File: src/rtl/regfile_pkg.sv
// Shared sizing constants and types for the MIPS architectural register bank.
package regfile_pkg;

    localparam int DATA_W    = 32;
    localparam int ADDR_W    = 5;
    localparam int REG_COUNT = 32;

    localparam logic [ADDR_W-1:0] ZERO_REG = 5'd0;

    typedef logic [ADDR_W-1:0] reg_addr_t;
    typedef logic [DATA_W-1:0] reg_data_t;

endpackage

File: src/rtl/regfile_read_port.sv
// One combinational read port: register select, r0 forcing, optional WB forwarding
// and pending-write lookup.
module regfile_read_port #(
    parameter int DATA_W = regfile_pkg::DATA_W,
    parameter int ADDR_W = regfile_pkg::ADDR_W,
    parameter int BYPASS = 1
) (
    input  logic [ADDR_W-1:0]               addr,
    input  logic [(2**ADDR_W)*DATA_W-1:0]   regs,
    input  logic [(2**ADDR_W)-1:0]          busy,
    input  logic                            we,
    input  logic [ADDR_W-1:0]               wa,
    input  logic [DATA_W-1:0]               wd,
    output logic [DATA_W-1:0]               data,
    output logic                            busy_flag
);
    import regfile_pkg::*;

    localparam int N = 2**ADDR_W;

    always_comb begin
        data      = '0;
        busy_flag = 1'b0;
        for (int i = 0; i < N; i++) begin
            if (addr == ADDR_W'(i)) begin
                data      = regs[i*DATA_W +: DATA_W];
                busy_flag = busy[i];
            end
        end
        if (addr == '0) begin
            data      = '0;
            busy_flag = 1'b0;
        end
        // wa != 0 guarantees r0 is never forwarded
        if (BYPASS != 0 && we && wa != '0 && wa == addr)
            data = wd;
    end

endmodule

File: src/rtl/register_file.sv
// 32 x 32-bit MIPS register bank with one WB write port, two combinational read
// ports and a per-register pending-write scoreboard for the hazard unit.
module register_file #(
    parameter int DATA_W = regfile_pkg::DATA_W,
    parameter int ADDR_W = regfile_pkg::ADDR_W,
    parameter int BYPASS = 1
) (
    input  logic              clk,
    input  logic              reset,
    input  logic              we,
    input  logic [ADDR_W-1:0] wa,
    input  logic [DATA_W-1:0] wd,
    input  logic [ADDR_W-1:0] ra,
    input  logic [ADDR_W-1:0] rb,
    output logic [DATA_W-1:0] pa,
    output logic [DATA_W-1:0] pb,
    input  logic              busy_set,
    input  logic [ADDR_W-1:0] busy_addr,
    output logic              busy_a,
    output logic              busy_b
);
    import regfile_pkg::*;

    localparam int N = 2**ADDR_W;

    logic [N*DATA_W-1:0] regs;
    logic [N-1:0]        busy;
    logic                fwd_en;

    // r0 slice and busy[0] are never written, so they stay 0 after reset
    always_ff @(posedge clk or posedge reset) begin
        if (reset) begin
            regs <= '0;
            busy <= '0;
        end else begin
            if (we && wa != '0) begin
                regs[int'(wa)*DATA_W +: DATA_W] <= wd;
                busy[wa]                        <= 1'b0;
            end
            // a set on the same register overrides the clear: a newer writer is pending
            if (busy_set && busy_addr != '0)
                busy[busy_addr] <= 1'b1;
        end
    end

    // forwarding is suppressed while reset holds the outputs at 0
    assign fwd_en = we & ~reset;

    regfile_read_port #(.DATA_W(DATA_W), .ADDR_W(ADDR_W), .BYPASS(BYPASS)) u_port_a (
        .addr      (ra),
        .regs      (regs),
        .busy      (busy),
        .we        (fwd_en),
        .wa        (wa),
        .wd        (wd),
        .data      (pa),
        .busy_flag (busy_a)
    );

    regfile_read_port #(.DATA_W(DATA_W), .ADDR_W(ADDR_W), .BYPASS(BYPASS)) u_port_b (
        .addr      (rb),
        .regs      (regs),
        .busy      (busy),
        .we        (fwd_en),
        .wa        (wa),
        .wd        (wd),
        .data      (pb),
        .busy_flag (busy_b)
    );

endmodule
File: config.mk
export PLATFORM = sky130hd
export DESIGN_NAME = register_file
export DESIGN_NICKNAME = d
export VERILOG_FILES = /design/src/rtl/regfile_pkg.sv /design/src/rtl/regfile_read_port.sv /design/src/rtl/register_file.sv
export SDC_FILE = /design/constraint.sdc
export NUM_CORES = 2
export LEC_CHECK = 0
export ABC_AREA = 1
export BUFFER_PORTS_ARGS = -buffer_cell sky130_fd_sc_hd__buf_2
export CAP_MARGIN = 20
export CELL_PAD_IN_SITES_DETAIL_PLACEMENT = 1
export CELL_PAD_IN_SITES_GLOBAL_PLACEMENT = 2
export CORE_MARGIN = 3
export CORE_UTILIZATION = 36
export DETAILED_ROUTE_END_ITERATION = 6
export GPL_TIMING_DRIVEN = 0
export MAX_ROUTING_LAYER = met4
export PLACE_DENSITY_LB_ADDON = 0.1
export SYNTH_ARGS = -nofsm -noshare
export SYNTH_HDL_FRONTEND = slang
export SYNTH_HIERARCHICAL = 1
export SYNTH_SLANG_ARGS = --single-unit
File: constraint.sdc
create_clock -name clk -period 51.7 [get_ports clk]
set_input_delay 10.34 -clock clk [delete_from_list [all_inputs] [get_ports clk]]
set_output_delay 10.34 -clock clk [all_outputs]
set_load 0.1 [all_outputs]
==> qor.csv <==
metric,value,unit
cts_tree,done,
area_growth,14.8,%
instances_no_fill,12400,
crit_required,41360,ps
clkLatencyLatePin,800,ps
tns,0,ps
violations,DRC,
drive_gt1_share,8.36,%
clockBufferDepth,3,
slew_headroom,11.2,%
run_status,"finished, violations left",
rows,152,
cts-htree-levels,4,
dr.pass1.iters,7,
clock.fmax,38.9,MHz
pin_count,122,
core-area,0.172,mm^2
finalPower,2190,uW
critPathLaunchType,primary input,
grt_usage,50.3,%
cp-endpoint,pa[3],
fp.dieH,423,um
ys_warn_count,6,
rsz0062_at_grt,no,
leakagePower,0.0330,uW
drt-initial-drc-count,11100,
path_max_fanout,10,
drv_cap,0,
grt_first_pass_wirelength,598000,um
place_ws,26400,ps
cts_resized,0,
grt_pass1_vias,72900,
synthesis.area,0.0626,mm^2
arrival,15360,ps
clk_pin_slew,50,ps
synth_area_per_cell,6.49,um^2
worst_slack,26000,ps
drc_errors,1,
routed_wl,448000,um
cts_buffers,137,
holdWs,495,ps
hold_path.class,reg -> reg,
grt_overflow,0,
worst_pin_slew,1320,ps
setup-violations-final,0,
antenna_found_initial,22,
cts_hold_buf,0,
dp.cells,12100,
end_kind,output pin,
crit_type,in -> out,
cts_setup_buffers,0,
nets,10100,
ant_nets,0,
vias,75900,
synthCells,9638,
grt_max_degree,121,
wl_per_cell,36.0,um
reg2reg_to,busy[30],
die_area,0.179,mm^2
syn_nets,9702,
r2r_start,busy[30],
final.period_utilization,49.7,%
period_needed,25700,ps
worst-r2r-cell-count,2,
io_buffers,113,
hold_viol,0,
cts_sinks,1023,
p_per_area,30.5,mW/mm^2
rrSetupSlack,50550,ps
clockRootBuffer,clkbuf_16,
vias_per_cell,6.11,
start_util,36.3,%
die_x,423,um
cp-startpoint,ra[1],
place_congestion,1.15,
dp_hpwl,371000,um
vdd_ir_drop_max,0.0285,mV
skew,0,ps
slew_viol_final,0,
## critical path, cell delays in order
cell     delay (ps)
buf_2           110
buf_4           230
inv_2            50
nor2_2          420
nand2_1         150
nor2_1          820
buf_2           590
buf_1          1000
nand2_1         100
nand4_1         270
nor2_1          130
nand4_1         140
nor2_1           60
nand4_1         140
nand2_1         110
nand4_1         130
nand2_1          60
nand2_1          50
buf_2           430
## where the power goes
part | internal, uW | total [uW] | leakage (uW) | switching [uW]
Clock | 586 | 1000 | 0.00225 | 417
Sequential | 833 | 872 | 0.0141 | 39.8
Combinational | 54.1 | 317 | 0.0166 | 263
Total | 1470 | 2190 | 0.0330 | 720
## flip-flops by register name, summed over array words and instances, names as in the netlist
register	flops
busy	31
regs	992
## cell type report
| cell class | count | area, um^2 |
|---|---|---|
| Timing Repair Buffer | 224 | 1700 |
| Multi-Input combinational cell | 7258 | 31500 |
| Clock inverter | 35 | 375 |
| Antenna cell | 23 | 57.6 |
| Inverter | 702 | 2640 |
| Clock buffer | 206 | 4180 |
| Sequential cell | 1023 | 25600 |
| Fill cell | 22600 | 100000 |
| Tap cell | 2310 | 2890 |
| Buffer | 655 | 2860 |
## layout by cell type (no fill, tap or decap), types with 3 or more instances in the layout
cell       instances
ha_1               8
xor2_1             4
nand3_4            3
bufinv_16          6
clkinv_2          19
o21ai_1          226
clkbuf_8          32
inv_1            669
buf_1             29
nor3_2            31
buf_8             15
a21oi_1          108
dfrtp_1         1023
or2_0             28
buf_6             21
nand4_1          537
nor2_1          1245
inv_2             32
o21ai_0          412
nor2_2            28
nor3_1           104
clkbuf_1         426
nand2_2           17
o2111ai_1         28
or2_2             60
nor2_4             4
nand2_1         3604
clkbuf_4           5
buf_4             49
buf_16            12
buf_2            350
inv_6              5
clkbuf_16        145
diode_2           23
nand3_1          799
## stage by stage
| stage | area, um^2 | util (%) |
|---|---|---|
| floorplan | 62600 | - |
| global placement | 66100 | 38.3 |
| detailed placement | 66900 | 38.8 |
| CTS | 71500 | 41.5 |
| global route | 71800 | 41.7 |
| finish | 71800 | 41.7 |
## how the worst min path moves through the flow
stage	start	depth (start not counted)	to
final	regs[610]	2	regs[610]
after global routing	regs[610]	2	regs[610]
after CTS	regs[618]	2	regs[618]
after detailed placement	regs[618]	2	regs[618]
after global placement	regs[627]	2	regs[627]
after floorplan	regs[703]	2	regs[703]
## layer usage
metal  GRT usage, %  share of wire (%)
met5              -                  0
met4           48.5                 13
met3           12.1                 10
met2           66.9                 39
met1           61.4                 38
Note: power is estimated with default switching activity, not from simulation.
